[config.mk]
export PLATFORM = sky130hd
export DESIGN_NAME = dcache_controller
export DESIGN_NICKNAME = d
export VERILOG_FILES = /design/src/rtl/dcache_pkg.sv /design/src/rtl/dcache_line_store.sv /design/src/rtl/dcache_controller.sv
export SDC_FILE = /design/constraint.sdc
export NUM_CORES = 2
export LEC_CHECK = 0
export BUFFER_PORTS_ARGS = -buffer_cell sky130_fd_sc_hd__buf_2
export CORE_MARGIN = 4
export CORE_UTILIZATION = 48
export DETAILED_ROUTE_END_ITERATION = 10
export PLACE_DENSITY = 0.75
export SYNTH_ARGS = -nofsm -noshare
export SYNTH_HDL_FRONTEND = slang
export SYNTH_SLANG_ARGS = --single-unit
[constraint.sdc]
create_clock -name clk -period 15.7 [get_ports clk]
set_input_delay 2.355 -clock clk [delete_from_list [all_inputs] [get_ports clk]]
set_output_delay 2.355 -clock clk [all_outputs]
set_load 0.02 [all_outputs]
[src/rtl/dcache_pkg.sv]
// Shared types and geometry for the direct-mapped write-back data cache.
package dcache_pkg;

    typedef enum logic [2:0] {
        IDLE,
        WRITEBACK,
        ALLOCATE,
        UPDATE,
        FLUSH
    } dcache_state_e;

    localparam int BLOCK_WORDS = 4;
    localparam int OFFSET_BITS = 4;
    localparam int WORD_BITS   = 32;
    localparam int BLOCK_BITS  = BLOCK_WORDS * WORD_BITS;

    function automatic int tag_bits(input int addr_width, input int index_bits);
        return addr_width - index_bits - OFFSET_BITS;
    endfunction

    function automatic int block_addr_bits(input int addr_width);
        return addr_width - OFFSET_BITS;
    endfunction

endpackage

[src/rtl/dcache_line_store.sv]
// Valid/dirty/tag/data arrays of the cache: one full-line write port and a
// combinational read of the indexed line.
module dcache_line_store
    import dcache_pkg::*;
#(
    parameter int INDEX_BITS = 3,
    parameter int TAG_BITS   = 25
) (
    input  logic                  clk,
    input  logic                  reset,
    input  logic [INDEX_BITS-1:0] rd_index,
    output logic                  rd_valid,
    output logic                  rd_dirty,
    output logic [TAG_BITS-1:0]   rd_tag,
    output logic [BLOCK_BITS-1:0] rd_data,
    input  logic                  wr_en,
    input  logic [INDEX_BITS-1:0] wr_index,
    input  logic                  wr_valid,
    input  logic                  wr_dirty,
    input  logic [TAG_BITS-1:0]   wr_tag,
    input  logic [BLOCK_BITS-1:0] wr_data
);

    localparam int LINES = 1 << INDEX_BITS;

    logic [LINES-1:0]      valid_q;
    logic [LINES-1:0]      dirty_q;
    logic [TAG_BITS-1:0]   tag_q  [LINES];
    logic [BLOCK_BITS-1:0] data_q [LINES];

    // Only the state bits need reset; tag/data are meaningless while invalid.
    always_ff @(posedge clk) begin
        if (reset) begin
            valid_q <= '0;
            dirty_q <= '0;
        end else if (wr_en) begin
            valid_q[wr_index] <= wr_valid;
            dirty_q[wr_index] <= wr_dirty;
        end
    end

    always_ff @(posedge clk) begin
        if (wr_en) begin
            tag_q[wr_index]  <= wr_tag;
            data_q[wr_index] <= wr_data;
        end
    end

    assign rd_valid = valid_q[rd_index];
    assign rd_dirty = dirty_q[rd_index];
    assign rd_tag   = tag_q[rd_index];
    assign rd_data  = data_q[rd_index];

endmodule

[src/rtl/dcache_controller.sv]
// Direct-mapped, write-back, write-allocate data cache controller with a
// block-wide main-memory port and a whole-cache flush.
module dcache_controller
    import dcache_pkg::*;
#(
    parameter int INDEX_BITS = 3,
    parameter int ADDR_WIDTH = 32
) (
    input  logic                              clk,
    input  logic                              reset,
    input  logic                              mem_read,
    input  logic                              mem_write,
    input  logic [ADDR_WIDTH-1:0]             address,
    input  logic [WORD_BITS-1:0]              write_data,
    output logic [WORD_BITS-1:0]              read_data,
    output logic                              busy,
    input  logic                              flush,
    output logic                              flush_done,
    output logic                              mm_read,
    output logic                              mm_write,
    output logic [ADDR_WIDTH-OFFSET_BITS-1:0] mm_address,
    output logic [BLOCK_BITS-1:0]             mm_writedata,
    input  logic [BLOCK_BITS-1:0]             mm_readdata,
    input  logic                              mm_busywait
);

    // Handshakes: the pipeline holds mem_read/mem_write (and address/data)
    // until a cycle with busy=0, in which the access completes. Toward main
    // memory, mm_read/mm_write plus address/data stay stable until an edge
    // with mm_busywait=0, which is the transfer's single completion edge.

    localparam int TAG_BITS = tag_bits(ADDR_WIDTH, INDEX_BITS);
    localparam logic [INDEX_BITS-1:0] LAST_IDX = '1;

    dcache_state_e state;
    dcache_state_e state_next;

    logic [INDEX_BITS-1:0] flush_idx;
    logic [INDEX_BITS-1:0] flush_idx_next;
    logic                  flushing;
    logic                  flushing_next;
    logic [BLOCK_BITS-1:0] fill_data;

    logic [INDEX_BITS-1:0] req_idx;
    logic [TAG_BITS-1:0]   req_tag;
    logic [1:0]            word_sel;
    logic [INDEX_BITS-1:0] line_idx;
    logic                  hit;
    logic [WORD_BITS-1:0]  hit_word;
    logic [BLOCK_BITS-1:0] merged_line;

    logic                  rd_valid;
    logic                  rd_dirty;
    logic [TAG_BITS-1:0]   rd_tag;
    logic [BLOCK_BITS-1:0] rd_data;
    logic                  wr_en;
    logic                  wr_valid;
    logic                  wr_dirty;
    logic [TAG_BITS-1:0]   wr_tag;
    logic [BLOCK_BITS-1:0] wr_data;

    logic unused_byte_offset;
    assign unused_byte_offset = ^address[1:0];

    assign req_idx  = address[OFFSET_BITS +: INDEX_BITS];
    assign req_tag  = address[ADDR_WIDTH-1 -: TAG_BITS];
    assign word_sel = address[OFFSET_BITS-1:2];

    // While flushing, the walk counter selects the line instead of the request.
    assign line_idx = flushing ? flush_idx : req_idx;
    assign hit      = rd_valid && (rd_tag == req_tag);
    assign hit_word = rd_data[{word_sel, 5'd0} +: WORD_BITS];

    always_comb begin
        merged_line = rd_data;
        merged_line[{word_sel, 5'd0} +: WORD_BITS] = write_data;
    end

    dcache_line_store #(
        .INDEX_BITS(INDEX_BITS),
        .TAG_BITS  (TAG_BITS)
    ) u_line_store (
        .clk     (clk),
        .reset   (reset),
        .rd_index(line_idx),
        .rd_valid(rd_valid),
        .rd_dirty(rd_dirty),
        .rd_tag  (rd_tag),
        .rd_data (rd_data),
        .wr_en   (wr_en),
        .wr_index(line_idx),
        .wr_valid(wr_valid),
        .wr_dirty(wr_dirty),
        .wr_tag  (wr_tag),
        .wr_data (wr_data)
    );

    always_ff @(posedge clk) begin
        if (reset) begin
            state     <= IDLE;
            flush_idx <= '0;
            flushing  <= 1'b0;
            fill_data <= '0;
        end else begin
            state     <= state_next;
            flush_idx <= flush_idx_next;
            flushing  <= flushing_next;
            if (state == ALLOCATE && !mm_busywait) begin
                fill_data <= mm_readdata;
            end
        end
    end

    always_comb begin
        state_next     = state;
        flush_idx_next = flush_idx;
        flushing_next  = flushing;
        busy           = 1'b0;
        flush_done     = 1'b0;
        read_data      = '0;
        mm_read        = 1'b0;
        mm_write       = 1'b0;
        mm_address     = '0;
        mm_writedata   = '0;
        wr_en          = 1'b0;
        wr_valid       = rd_valid;
        wr_dirty       = rd_dirty;
        wr_tag         = rd_tag;
        wr_data        = rd_data;

        unique case (state)
            IDLE: begin
                if (flush) begin
                    busy           = 1'b1;
                    flushing_next  = 1'b1;
                    flush_idx_next = '0;
                    state_next     = FLUSH;
                end else if (mem_read || mem_write) begin
                    if (!hit) begin
                        busy       = 1'b1;
                        state_next = (rd_valid && rd_dirty) ? WRITEBACK : ALLOCATE;
                    end else if (mem_write) begin
                        wr_en    = 1'b1;
                        wr_valid = 1'b1;
                        wr_dirty = 1'b1;
                        wr_data  = merged_line;
                    end else begin
                        read_data = hit_word;
                    end
                end
            end

            WRITEBACK: begin
                busy         = 1'b1;
                mm_write     = 1'b1;
                mm_address   = {rd_tag, line_idx};
                mm_writedata = rd_data;
                if (!mm_busywait) begin
                    if (flushing) begin
                        // Line is now clean; FLUSH revisits it and advances.
                        wr_en      = 1'b1;
                        wr_valid   = 1'b0;
                        wr_dirty   = 1'b0;
                        state_next = FLUSH;
                    end else begin
                        state_next = ALLOCATE;
                    end
                end
            end

            ALLOCATE: begin
                busy       = 1'b1;
                mm_read    = 1'b1;
                mm_address = address[ADDR_WIDTH-1:OFFSET_BITS];
                if (!mm_busywait) begin
                    state_next = UPDATE;
                end
            end

            UPDATE: begin
                busy       = 1'b1;
                wr_en      = 1'b1;
                wr_valid   = 1'b1;
                wr_dirty   = 1'b0;
                wr_tag     = req_tag;
                wr_data    = fill_data;
                state_next = IDLE;
            end

            FLUSH: begin
                busy = 1'b1;
                if (rd_valid && rd_dirty) begin
                    state_next = WRITEBACK;
                end else begin
                    wr_en    = 1'b1;
                    wr_valid = 1'b0;
                    wr_dirty = 1'b0;
                    if (flush_idx == LAST_IDX) begin
                        flush_done    = 1'b1;
                        flushing_next = 1'b0;
                        state_next    = IDLE;
                    end else begin
                        flush_idx_next = flush_idx + 1'b1;
                    end
                end
            end

            default: begin
                state_next = IDLE;
            end
        endcase
    end

endmodule

==> metrics.txt <==
Seq/Total Area, Yosys 72.5%; Finished Layout Cells 5943; post-layout power 0.0104 W; Setup TNS 0 ns; dominant synthesized flop cell edfxtp_1; vias in the first global route 36900; GRT overflow 0; worst-margin pin slew 1.35 ns; Post-Route WL 192 mm; first-pass GRT wire length 269 mm; die height 346 um; Cells after Synth 3980; PwrDens 165 mW/mm2; crit path kind in -> out; placed instance count 5664; routed vias 39600; Yosys Warn Count 0; worst skew pair latency 0.78 ns; Reg area 0.0398 mm2; setup violators final 0; WL per Instance 32.4 um; minimum clock period 9.99 ns; share of layout cells above drive strength 1 17.2%; Period Utilization, post-route 63.6%; combinational power share 23.7%; CP Capture Type output pin; CP required 13.35 ns; Sw Share 32.5%; Chip Width 346 um; P&R area growth vs syn 14.9%; routability cong. 0.897; Mapped Area 0.0549 mm2; Slowest-stage cell, CP or3_2; crit-path cells buf_2, mux2_4, buf_4, mux2i_1, a222oi_1, nand4_1, xor2_1, and4_1, and3_1, nand2_1, or3_2, nor2_1, buf_2; initial antenna violation count 29; CP dominant cell by count buf_2; via/cell ratio 6.66; cts hold-fix bufs 0; clock power share 30.9%; # fillers 8904; Max Freq 100 MHz; Post-synth ARST share 0%; clk slew on worst S/H paths 0.06 ns; die area 0.120 mm2; Pre-antenna DRT Iters 7; I/O pin total 390; CTS tree done; largest net degree at the start of global routing 130; final hold violation count 0; Pins Over Slew Limit 0; Internal Power 0.00704 W; EDFF count, synth 1224; Yosys reg bits 1375; Distinct cells, synth 78; Lkg Pwr 21.0 nW; worst-path fanout max 86; CTS Sinks 1375; Syn Area/Cell 13.8 um2; max_slew headroom 9.11%; RSZ-0062 raised after global routing false; Flop pwr share 45.4%; cell row count 123; Post-route DRC 0; Crit path largest cell delay 0.98 ns; Worst Setup Start Kind input port; Initial Utilization 48.6%; TritonCTS buffer count 139; CP arrival 7.64 ns; H-tree Lvls 4; antenna viol nets, final 0; switching power total 0.00339 W; initial drt markers 7133; setup bufs post-CTS 0; skew final 0.0394 ns; Resize count post-CTS 0; GRT Overall Usage 31.0%; peak supply drop 0.117 mV; IO buf count 387; Worst Hold Class reg -> reg; clock root cell clkbuf_16; area occupied by multi-input gates 0.0140 mm2; Max Cap Violations 0; CTS max path bufs 3; fin nets 4510; outcome finished clean; Core ar. 0.113 mm2; post-DP HPWL 113 mm; Mapped Nets 4185
-- final timing paths --
| path | start | to | slack, ns | depth (start not counted) |
|---|---|---|---|---|
| setup / recovery | address[4] | read_data[0] | 5.71 | 13 |
| hold / removal | fill_data[37]$_SDFFE_PP0P_ | fill_data[37]$_SDFFE_PP0P_ | 0.45 | 2 |
| setup reg to reg | flushing$_SDFFE_PP0P_ | u_line_store.data_q[6][63]$_DFFE_PP_ | 7.78 | 13 |
| hold reg to reg | fill_data[37]$_SDFFE_PP0P_ | fill_data[37]$_SDFFE_PP0P_ | 0.45 | 2 |
-- flip-flops by register name, indices dropped and copies added (netlist names) --
signal and flops:
u_line_store.data_q 1024, u_line_store.tag_q 200, fill_data 128, u_line_store.dirty_q 8, u_line_store.valid_q 8, flush_idx 3, state 3, flushing 1
-- cells by family after synthesis --
kind of cell,count (synthesis),synth area share [%]
muxes,43,1.53
AOI/OAI and AO/OA,1019,13.3
and+or+nand+nor,1171,9.56
adders and majority gates,7,0.160
xor gates and xnor gates,25,0.399
buffers and inverters,340,2.53
DFF,1375,72.5
-- area by class of cell --
class | instances | area share, %
antenna | 24 | 0.0953
clock buffer | 188 | 6.02
clock inverter | 67 | 1.06
inverter | 47 | 0.280
multi-input combinational | 2265 | 22.2
sequential | 1375 | 63.1
tap | 1500 | 2.98
timing repair buffer | 477 | 4.29
-- synthesized netlist by cell type (all sizes together), types with 52 or more instances --
cell type,instances,area [um2]
nor2,206,773
nand3,116,586
clkbuf,201,757
a22oi,377,2830
dfxtp,151,3020
nand2,648,2430
a221oi,52,455
a22o,54,473
o21ai,71,359
edfxtp,1224,36800
a21oi,285,1430
buf,92,455
and3,54,338
a221o,94,941
-- through the flow --
step / worst slack (ns) / util (%) / hold WS [ns] / area, um2
after floorplan: 3.60 / - / 0.433 / 54900
after global placement: 5.86 / 51.8 / 0.443 / 58500
after detailed placement: 5.81 / 51.8 / 0.448 / 58500
after CTS: 5.79 / 55.7 / 0.456 / 63000
after global routing: 5.42 / 55.8 / 0.478 / 63000
final: 5.71 / 55.8 / 0.454 / 63000
-- metal layers --
metal	wire [um]	vias to the layer above	global-route usage (%)
li1	-	16100	-
met2	82900	3655	44.6
met3	31000	532	11.4
met1	67800	19300	41.5
met4	10600	18	15.9
met5	132	-	0
-- power by group through the flow --
stage	clock [W]	sequential, W	combinational (W)
after floorplan	0	0.00479	0.00137
after global placement	0	0.00480	0.00231
after detailed placement	0	0.00481	0.00236
after CTS	0.00323	0.00473	0.00237
after global routing	0.00339	0.00475	0.00255
final	0.00322	0.00474	0.00247
-- layout by cell type, fill, tap and decap left out, drive strengths merged, types with 5 or more instances in the layout --
master  netlist  layout
edfxtp     1224    1224
o21ai        71      71
a21oi       285     285
and3         54      54
nand3       116     116
buf          92     477
nor2        206     206
xnor2         8       8
a221o        94      94
nand2       648     648
o22ai        10      10
o221ai       37      37
clkbuf      201     188
a22oi       377     377
a22o         54      54
bufinv        0       5
diode         0      24
clkinv        1      58
and4         51      51
dfxtp       151     151
mux4         32      32
mux2i        10      10
o22a          8       8
nand4        32      32
a221oi       52      52
nand2b       12      12
xor2         17      17
nor3         24      24
ha            7       7
inv          46      50
-- worst max-delay path: cells and delay by family --
family                    cells  cell delay, ns
xor gates and xnor gates      1            0.31
muxes                         2            1.05
buffers and inverters         3            1.31
AOI/OAI and AO/OA             1            0.29
and+or+nand+nor               6            2.22
(Power assumes the default switching activity.)
